===== src/rtl/coin_sensor_driver.sv =====
// Coin-insertion emulator: turns a command into the sensor_1/2/3 waveform, then reports motor response or timeout.
// Latency: first sensor cycle one clock after acceptance; cmd_ready only in IDLE, so commands wait while busy.
module coin_sensor_driver #(
    parameter int AMT_W       = 5,
    parameter int LEAD_CYC    = 1,
    parameter int TRAIL_CYC   = 2,
    parameter int RSP_TIMEOUT = 16
) (
    input  logic             clock,
    input  logic             reset,
    input  logic             cmd_valid,
    output logic             cmd_ready,
    input  logic [AMT_W-1:0] cmd_amount,
    input  logic             cmd_cancel,
    output logic             sensor_1,
    output logic             sensor_2,
    output logic             sensor_3,
    input  logic             motor_1,
    input  logic             motor_2,
    input  logic             motor_3,
    output logic             rsp_valid,
    output logic [2:0]       rsp_motor,
    output logic             rsp_timeout,
    output logic             busy
);

    localparam int UNIT_MAX = (1 << (AMT_W - 1)) - 1;
    localparam int MAX_A    = (LEAD_CYC > TRAIL_CYC) ? LEAD_CYC : TRAIL_CYC;
    localparam int MAX_B    = (RSP_TIMEOUT > UNIT_MAX) ? RSP_TIMEOUT : UNIT_MAX;
    localparam int CNT_MAX  = (MAX_A > MAX_B) ? MAX_A : MAX_B;
    localparam int CNT_W    = $clog2(CNT_MAX + 1);

    typedef enum logic [2:0] {
        S_IDLE, S_LEAD, S_UNIT, S_HALF, S_CANCEL, S_TRAIL, S_WAIT, S_RESP
    } state_t;

    state_t             state_q, state_d;
    logic [CNT_W-1:0]   cnt_q, cnt_d;
    logic [AMT_W-2:0]   units_q, units_d;
    logic               half_q, half_d;
    logic               cancel_q, cancel_d;
    logic [2:0]         acc_q, acc_d;
    logic [2:0]         sens_q;
    logic               cmd_ready_q;
    logic               busy_q;
    logic               rsp_valid_q;
    logic [2:0]         rsp_motor_q;
    logic               rsp_timeout_q;
    logic [2:0]         motors;
    logic               accept;

    assign motors = {motor_3, motor_2, motor_1};
    assign accept = cmd_valid && cmd_ready_q;

    // Sensor vector {s3,s2,s1} produced while sitting in a given state.
    function automatic logic [2:0] sens_of(input state_t s);
        case (s)
            S_UNIT:   sens_of = 3'b011;
            S_HALF:   sens_of = 3'b001;
            S_CANCEL: sens_of = 3'b100;
            default:  sens_of = 3'b000;
        endcase
    endfunction

    always_comb begin
        state_d  = state_q;
        cnt_d    = cnt_q + CNT_W'(1);
        units_d  = units_q;
        half_d   = half_q;
        cancel_d = cancel_q;
        acc_d    = acc_q;

        if (state_q inside {S_LEAD, S_UNIT, S_HALF, S_CANCEL, S_TRAIL, S_WAIT})
            acc_d = acc_q | motors;

        case (state_q)
            S_IDLE: begin
                if (accept) begin
                    units_d  = cmd_amount[AMT_W-1:1];
                    half_d   = cmd_amount[0];
                    cancel_d = cmd_cancel;
                    acc_d    = 3'b000;
                    state_d  = S_LEAD;
                end
            end
            S_LEAD: begin
                if (cnt_q == CNT_W'(LEAD_CYC - 1)) begin
                    if (cancel_q)
                        state_d = S_CANCEL;
                    else if (units_q != '0)
                        state_d = S_UNIT;
                    else if (half_q)
                        state_d = S_HALF;
                    else
                        state_d = S_TRAIL;
                end
            end
            S_UNIT: begin
                if (cnt_q + CNT_W'(1) == CNT_W'(units_q))
                    state_d = half_q ? S_HALF : S_TRAIL;
            end
            S_HALF, S_CANCEL: state_d = S_TRAIL;
            S_TRAIL: begin
                if (cnt_q == CNT_W'(TRAIL_CYC - 1))
                    state_d = S_WAIT;
            end
            S_WAIT: begin
                // A motor pulse counts as finished only once it has been seen and has dropped.
                if (((acc_q != 3'b000) && (motors == 3'b000)) ||
                    (cnt_q == CNT_W'(RSP_TIMEOUT - 1)))
                    state_d = S_RESP;
            end
            S_RESP:  state_d = S_IDLE;
            default: state_d = S_IDLE;
        endcase

        if (state_d != state_q || state_q == S_IDLE)
            cnt_d = '0;
    end

    // Outputs are registered decodes of the next state so they line up with state_q.
    always_ff @(posedge clock) begin
        if (reset) begin
            state_q       <= S_IDLE;
            cnt_q         <= '0;
            units_q       <= '0;
            half_q        <= 1'b0;
            cancel_q      <= 1'b0;
            acc_q         <= 3'b000;
            sens_q        <= 3'b000;
            cmd_ready_q   <= 1'b0;
            busy_q        <= 1'b0;
            rsp_valid_q   <= 1'b0;
            rsp_motor_q   <= 3'b000;
            rsp_timeout_q <= 1'b0;
        end else begin
            state_q     <= state_d;
            cnt_q       <= cnt_d;
            units_q     <= units_d;
            half_q      <= half_d;
            cancel_q    <= cancel_d;
            acc_q       <= acc_d;
            sens_q      <= sens_of(state_d);
            cmd_ready_q <= (state_d == S_IDLE);
            busy_q      <= (state_d != S_IDLE);
            rsp_valid_q <= (state_d == S_RESP);
            if (state_d == S_RESP) begin
                rsp_motor_q   <= acc_d;
                rsp_timeout_q <= (acc_d == 3'b000);
            end
        end
    end

    assign cmd_ready   = cmd_ready_q;
    assign busy        = busy_q;
    assign sensor_1    = sens_q[0];
    assign sensor_2    = sens_q[1];
    assign sensor_3    = sens_q[2];
    assign rsp_valid   = rsp_valid_q;
    assign rsp_motor   = rsp_motor_q;
    assign rsp_timeout = rsp_timeout_q;

endmodule


===== config.mk =====
export PLATFORM = sky130hd
export DESIGN_NAME = coin_sensor_driver
export DESIGN_NICKNAME = d
export VERILOG_FILES = /design/src/rtl/coin_sensor_driver.sv
export SDC_FILE = /design/constraint.sdc
export NUM_CORES = 1
export LEC_CHECK = 0
export ABC_AREA = 1
export BUFFER_PORTS_ARGS = -buffer_cell sky130_fd_sc_hd__buf_4
export CORE_MARGIN = 2
export CORE_UTILIZATION = 45
export CTS_CLUSTER_DIAMETER = 150
export DETAILED_ROUTE_END_ITERATION = 10
export PLACE_DENSITY = 0.77
export SKIP_LAST_GASP = 1
export SYNTH_ARGS = -nofsm -noshare
export SYNTH_HDL_FRONTEND = slang
export SYNTH_SLANG_ARGS = --single-unit
export TNS_END_PERCENT = 5

===== constraint.sdc =====
create_clock -name clock -period 5.7 [get_ports clock]
set_input_delay 0.285 -clock clock [delete_from_list [all_inputs] [get_ports clock]]
set_output_delay 0.285 -clock clock [all_outputs]
set_load 0.005 [all_outputs]

==> results.ini, run 1 <==
[outcome]
outcome=finished clean

[route]
drc=0
wl_met1_um=1210
post_drt_wl_per_cell_um=10.3
viasPerCell=4.98
drtIter0Drc=44
routed-wl-met2_um=1100
antenna_left=0
first_pass_iters=4
num_vias=1215
routed.top_layer=met4
wl_um=2500
dr_wl_met3_um=140

[placement]
gp_routability_congestion=0.876
port_buffers=21
dp_hpwl_um=1980
place_inst=240

[final_layout]
multi_input_area_um2=686
area_growth_pct=15.7
layoutNonFillerInstCount=244
nets=230
drive_above_1_share=0.216
diodes=0
seqCellArea_um2=541
n_fill_cell=286

[global_routing]
grt_start_max_net_pins=18
grt_pass1_vias=1068
antenna_found_initial=0
grt_pass1_wl_um=4310
grt_overflow=0
grt_usage=0.161

[synthesis]
syn_nets=207
synth_commonest_cells=nand2_1, inv_1, dfxtp_1
synth_ff_type=dfxtp_1
synth_warnings=0
yosys.area.top_type=dfxtp_1
synth_area_leaders=dfxtp_1, nand2_1, inv_1
ys_types=26
synth_area_um2=1360
ys_ff_latch=27
synthCells=191
seq_area_frac_synth=0.398
synthArstFlopShare=0
yosysMostFrequentCell=nand2_1
synth_area_per_cell_um2=7.11
synth_edf_count=0
yosys.area.top_type_share=0.398

[timing]
fmaxAchievable_ghz=0.466
finalSetupTns_ns=0
period_needed_ns=2.14
setup_viol=0
relSlewSlack=0.570
slew_viol_final=0
period_share=0.376
skew_ns=0.0100
rsz0062_at_grt=false
hold_viol=0
worst-slew-pin-transition_ns=0.643
holdWs_ns=0.176

[pwr]
leakagePower_nw=0.731
seq_power_share=0.390
powerDensity_nw_per_um2=418
clkPwrFrac=0.130
comb_power_share=0.481
peakVddDrop_mv=0.250
p_int_mw=0.368
p_switching_mw=0.290
swShare=0.441

[floorplanning]
die_y_um=59.0
core_area_um2=2810
io-pin-count=22
die_w_um=59.0
row_count=19
die-area_um2=3480
initial_core_util=0.484

[critical_path]
cpMostUsedCell=nand2_2
required_ns=5.96
critPathArrivalTime_ns=2.41
cp_top_family=simple AND/OR/NAND/NOR gates
critPathKind=reg2reg
worstSetupEndpointType=flop
critPathMaxFanout=8
crit_path_cell_trace=ha_1 > nand2_1 > nor2_1 > ha_1 > a21boi_0 > nand3_1 > nor2_2 > nand3_1 > nand2_2 > nand2_2 > nand2_2 > nand3_4 > nor3_2
worst_setup_path_start_kind=flop
critPathMaxStageDelay_ns=0.42
critPathSlowestCell=dfxtp_1
critPathBufInv=0

[clocking]
cts-resized-gates=0
cts_buffers=3
hold_buffers=0
cts.sinks=27
postCtsSetupRepairBufs=0
clk_latency_ns=0.33
cts_max_path_buffers=2
cts_tree=yes
cts_root_buffer=clkbuf_4
cts_max_level=1
clk_pin_slew_ns=0.16

[worst_hold_path]
worstHoldPathType=in2reg

[flow_run]
cap_viol_max_count=0

## kinds of logic (layout without fill, tap and decap cells)
kind of cell             Yosys count  after routing  synth area share
AO/OA/AOI/OAI                     33             33             0.130
AND/OR/NAND/NOR                   92             92             0.338
flip-flops                        27             27             0.398
adder cells (fa/ha/maj)            4              4            0.0368
buffers and inverters             35             57            0.0976
## cell type report
class / instances / area share
inverters: 32 / 0.0764
clock buffers: 3 / 0.0143
multi-input cells: 129 / 0.436
repair buffers: 21 / 0.100
well taps: 31 / 0.0247
flip-flops and latches: 27 / 0.344
clock inverters: 1 / 0.00477
## per-stage QoR
| step | util | instance area, µm² | setup WS, ns | power [mW] |
|---|---|---|---|---|
| 6_report | 0.561 | 1570 | 3.56 | 0.657 |
| 5_1_grt | 0.561 | 1570 | 3.30 | 0.717 |
| 4_1_cts | 0.561 | 1570 | 3.54 | 0.663 |
| 3_5_place_dp | 0.550 | 1540 | 3.57 | 0.577 |
| 3_3_place_gp | 0.550 | 1540 | 3.63 | 0.575 |
| 2_1_floorplan | - | 1360 | 3.76 | 0.508 |
## cell usage in the layout, fill, tap and decap left out, types with 2 or more instances in the layout
cell      Yosys  routed
nor2_1       16      16
nor3_1        2       2
nand4_1       6       6
dfxtp_1      27      27
a21oi_1      16      16
nand2_2       7       7
nor3_2        5       5
nand2_1      36      36
inv_1        28      28
nor2_2        3       3
clkbuf_4      0       3
buf_4         0      21
nand3_1      14      14
inv_2         3       3
o21ai_0      12      12
ha_1          4       4
## state kept, by name, summed over array words and instances (netlist names)
signal       flops
acc_q            3
busy             1
cancel_q         1
cmd_ready        1
cnt_q            5
half_q           1
rsp_motor        3
rsp_timeout      1
rsp_valid        1
sens_q           3
state_q          3
units_q          4
## final timing paths
path | cells past startpoint | endpoint | slack, ns | start
max | 13 | cnt_q[2]$_SDFF_PP0_ | 3.56 | cnt_q[0]$_SDFF_PP0_
min | 2 | busy$_SDFF_PP0_ | 0.18 | reset
max reg2reg | 13 | cnt_q[2]$_SDFF_PP0_ | 3.56 | cnt_q[0]$_SDFF_PP0_
min reg2reg | 2 | cancel_q$_SDFFE_PP0P_ | 0.49 | cancel_q$_SDFFE_PP0P_
## routing by layer
| metal | vias to the layer above | GRT usage |
|---|---|---|
| met5 | - | 0 |
| met4 | 0 | 0.0812 |
| met3 | 6 | 0.0286 |
| met2 | 31 | 0.244 |
| met1 | 517 | 0.219 |
| li1 | 661 | - |
## power groups by stage
stage               logic (mW)  registers, mW  clock network, mW
finish                   0.316          0.256             0.0852
global route             0.361          0.261             0.0953
CTS                      0.319          0.255             0.0886
detailed placement       0.318          0.259                  0
global placement         0.315          0.260                  0
floorplan                0.253          0.255                  0
(Power assumes the default switching activity.)
==> run 2: changes to the inputs <==
- ABC_AREA: 1 -> 0
- clock period: 5.7 -> 2 ns (I/O delays scaled with it)
==> results.ini, run 2 <==
[outcome]
outcome=finished with violations  ; was finished clean
violations=negative hold slack, negative setup slack

[critical_path]
required_ns=2.27  ; was 5.96 ns
critPathMaxStageDelay_ns=0.43  ; was 0.42 ns
reg2reg_to=cnt_q[4]$_SDFF_PP0_  ; was cnt_q[2]$_SDFF_PP0_
crit_path_cell_trace=ha_4 > and3_4 > ha_4 > or4_4 > o211ai_4 > o221ai_4 > a311oi_4 > o21ai_4 > nor3_2  ; was ha_1 > nand2_1 > nor2_1 > ha_1 > a21boi_0 > nand3_1 > nor2_2 > nand3_1 > nand2_2 > nand2_2 > nand2_2 > nand3_4 > nor3_2
ff2ff_setup_slack_ns=-0.21  ; was 3.56 ns
cpMostUsedCell=ha_4  ; was nand2_2
critPathArrivalTime_ns=2.48  ; was 2.41 ns
worstSetupEndpointType=flop  ; unchanged
critPathSlowestCell=or4_4  ; was dfxtp_1
critPathKind=reg2reg  ; unchanged
worst_setup_path_start_kind=flop  ; unchanged
r2r-start=cnt_q[0]$_SDFF_PP0_  ; unchanged
critPathMaxFanout=5  ; was 8
reg2reg_depth=9  ; was 13

[floorplanning]
row_count=19  ; unchanged
io-pin-count=22  ; unchanged
die_w_um=59.1  ; was 59.0 µm
die-area_um2=3490  ; was 3480 µm²
core_area_um2=2830  ; was 2810 µm²
initial_core_util=0.482  ; was 0.484
die_y_um=59.1  ; was 59.0 µm

[synthesis]
synth_top_family_by_area=simple AND/OR/NAND/NOR gates  ; unchanged
ys_ff_latch=27  ; unchanged
synthArstFlopShare=0  ; unchanged
synth_warnings=0  ; unchanged
seq_area_frac_synth=0.396  ; was 0.398
synth_area_um2=1360  ; about the same
yosys.area.top_type_share=0.396  ; was 0.398
ys_types=43  ; was 26
yosys.area_share.simple=0.251  ; was 0.338
synthCells=145  ; was 191
synth-compound-area-share=0.150  ; was 0.130
syn_nets=161  ; was 207
yosys.area.top_type=dfxtp_1  ; unchanged
synth_area_leaders=dfxtp_1, mux2i_1, nor2_1  ; was dfxtp_1, nand2_1, inv_1
synth_mux_area_frac=0.0440  ; was 0
yosysMostFrequentCell=dfxtp_1  ; was nand2_1
synth_fa_ha_area_frac=0.0367  ; was 0.0368
synth_commonest_cells=dfxtp_1, nor2_1, a21oi_1, nor3_1, inv_1  ; was nand2_1, inv_1, dfxtp_1
synth_ff_type=dfxtp_1  ; unchanged
synth_xor_area_frac=0.0578  ; was 0
synth_area_per_cell_um2=9.41  ; was 7.11 µm²
synth_edf_count=0  ; unchanged

[clocking]
cts_max_path_buffers=2  ; unchanged
hold_buffers=0  ; unchanged
clk_pin_slew_ns=0.14  ; was 0.16 ns
cts_root_buffer=clkbuf_4  ; unchanged
cts_tree=yes  ; unchanged
clk_latency_ns=0.34  ; was 0.33 ns
cts_buffers=3  ; unchanged
cts.sinks=27  ; unchanged
cts_max_level=1  ; unchanged

[pwr]
peakVddDrop_mv=0.679  ; was 0.250 mV
finalPower_mw=2.45  ; was 0.657 mW
powerDensity_nw_per_um2=1390  ; was 418 nW/µm²
leakagePower_nw=0.689  ; was 0.731 nW

[timing]
setup_viol=11  ; was 0
fmaxAchievable_ghz=0.452  ; was 0.466 GHz
worst-slew-pin-transition_ns=0.668  ; was 0.643 ns
hold_viol=4  ; was 0
period_share=1.11  ; was 0.376
period_needed_ns=2.21  ; was 2.14 ns
skew_ns=0.00920  ; was 0.0100 ns
fin_ws_ns=-0.212  ; was 3.56 ns
slew_viol_final=0  ; unchanged
rsz0062_at_grt=true  ; was false
relSlewSlack=0.551  ; was 0.570
holdWs_ns=-0.00560  ; was 0.176 ns

[final_layout]
final_cell_mix=buf_4, dfxtp_1, nor2_1  ; was nand2_1, inv_1, dfxtp_1
top_regs=cnt_q (5), units_q (4)  ; unchanged
layout_commonest_cell=buf_4  ; was nand2_1
largest_reg_flops=5  ; unchanged
drive_above_1_share=0.381  ; was 0.216
layoutNonFillerInstCount=212  ; was 244
diodes=0  ; unchanged
nets=198  ; was 230
regMostFlops=cnt_q  ; unchanged
area_growth_pct=29.7  ; was 15.7%
n_fill_cell=232  ; was 286

[route]
wl_um=3040  ; was 2500 µm
num_vias=1163  ; was 1,215
antenna_left=0  ; unchanged
viasPerCell=5.49  ; was 4.98
first_pass_iters=4  ; unchanged
drc=0  ; unchanged
post_drt_wl_per_cell_um=14.4  ; was 10.3 µm
drtIter0Drc=38  ; was 44

[global_routing]
grt_pass1_vias=1078  ; was 1,068
antenna_found_initial=0  ; unchanged
grt_start_max_net_pins=22  ; was 18
grt_pass1_wl_um=4890  ; was 4310 µm
grt_usage=0.189  ; was 0.161
grt_overflow=0  ; unchanged

[worst_hold_path]
worstHoldPathType=in2reg  ; unchanged
min_from=cmd_amount[3]  ; was reset
hold_end=units_q[2]$_SDFFE_PP0P_  ; was busy$_SDFF_PP0_
holdPathStages=3  ; was 2

[placement]
place_inst=207  ; was 240
port_buffers=21  ; unchanged
gp_routability_congestion=0.889  ; was 0.876
dp_hpwl_um=2190  ; was 1980 µm

[flow_run]
cap_viol_max_count=0  ; unchanged

-- run 2: cell types whose count changed after synthesis, moves of 4 or more --
cell | previous run | this run
nand2_2 | 7 | 0
a21oi_1 | 16 | 11
nor3_1 | 2 | 11
nand3_1 | 14 | 4
nand4_1 | 6 | 2
inv_1 | 28 | 7
o21ai_0 | 12 | 4
nand2_1 | 36 | 6
nor3_2 | 5 | 1
mux2i_1 | 0 | 6
-- run 2: logic make-up (layout without fill, tap and decap cells) --
logic type,Yosys count,in the layout
AOI/OAI and AO/OA,27,27
xor gates and xnor gates,7,7
adders and majority gates,4,4
buffers and inverters,13,49
DFF,27,27
muxes,6,6
and+or+nand+nor,61,61
-- run 2: critical path, delay by kind of cell, from the launching register on --
family,cells,cell delay (ns)
fa+ha+maj,2,0.31
flops,1,0.39
simple gates,3,0.76
compound gates,4,0.70
-- run 2: worst max path at each step --
stage,start,endpoint
after floorplan,cnt_q[0]$_SDFF_PP0_,cnt_q[0]$_SDFF_PP0_
after global placement,cnt_q[1]$_SDFF_PP0_,cnt_q[0]$_SDFF_PP0_
after detailed placement,cnt_q[1]$_SDFF_PP0_,cnt_q[0]$_SDFF_PP0_
after CTS,cnt_q[0]$_SDFF_PP0_,cnt_q[3]$_SDFF_PP0_
after global routing,cnt_q[0]$_SDFF_PP0_,cnt_q[4]$_SDFF_PP0_
final,cnt_q[0]$_SDFF_PP0_,cnt_q[4]$_SDFF_PP0_
-- run 2: cell type report --
cell class | instances | area (µm²) | area share
clock buffer | 3 | 22.5 | 0.0127
clock inverter | 1 | 5.00 | 0.00283
inverter | 7 | 26.3 | 0.0149
multi-input combinational | 105 | 846 | 0.478
sequential | 27 | 546 | 0.308
tap | 31 | 38.8 | 0.0219
timing repair buffer | 38 | 285 | 0.161
-- run 2: timing repair --
item                                    CTS  global route
buffers inserted                          0             1
gates resized for setup                   6             3
pin swaps                                 3             6
endpoints found under the setup margin   12            12
endpoints found under the hold margin     0             0
-- run 2: power by group --
| part | switching [mW] | total (mW) | internal [mW] |
|---|---|---|---|
| clock network | 0.168 | 0.243 | 0.0754 |
| logic | 0.732 | 1.43 | 0.695 |
| registers | 0.122 | 0.784 | 0.662 |
| total | 1.02 | 2.45 | 1.43 |
-- run 2: metrics by stage --
step           TNS [ns]  area [µm²]   util  setup slack (ns)  hold WS, ns
4_1_cts           -1.83        1730  0.613            -0.255    0.0000473
2_1_floorplan     -1.28        1420      -            -0.192        0.174
3_3_place_gp     -0.837        1680  0.593            -0.118        0.334
5_1_grt           -2.43        1770  0.625            -0.310      0.00244
3_5_place_dp      -1.50        1680  0.593            -0.216        0.349
6_report          -1.24        1770  0.625            -0.212     -0.00560
-- run 2: metal layers --
metal | track usage | vias up | share of wire
met5 | 0 | - | 0
met2 | 0.322 | 29 | 0.52
met3 | 0.0480 | 11 | 0.039
met1 | 0.224 | 534 | 0.41
met4 | 0.0812 | 0 | 0.030
li1 | - | 589 | -
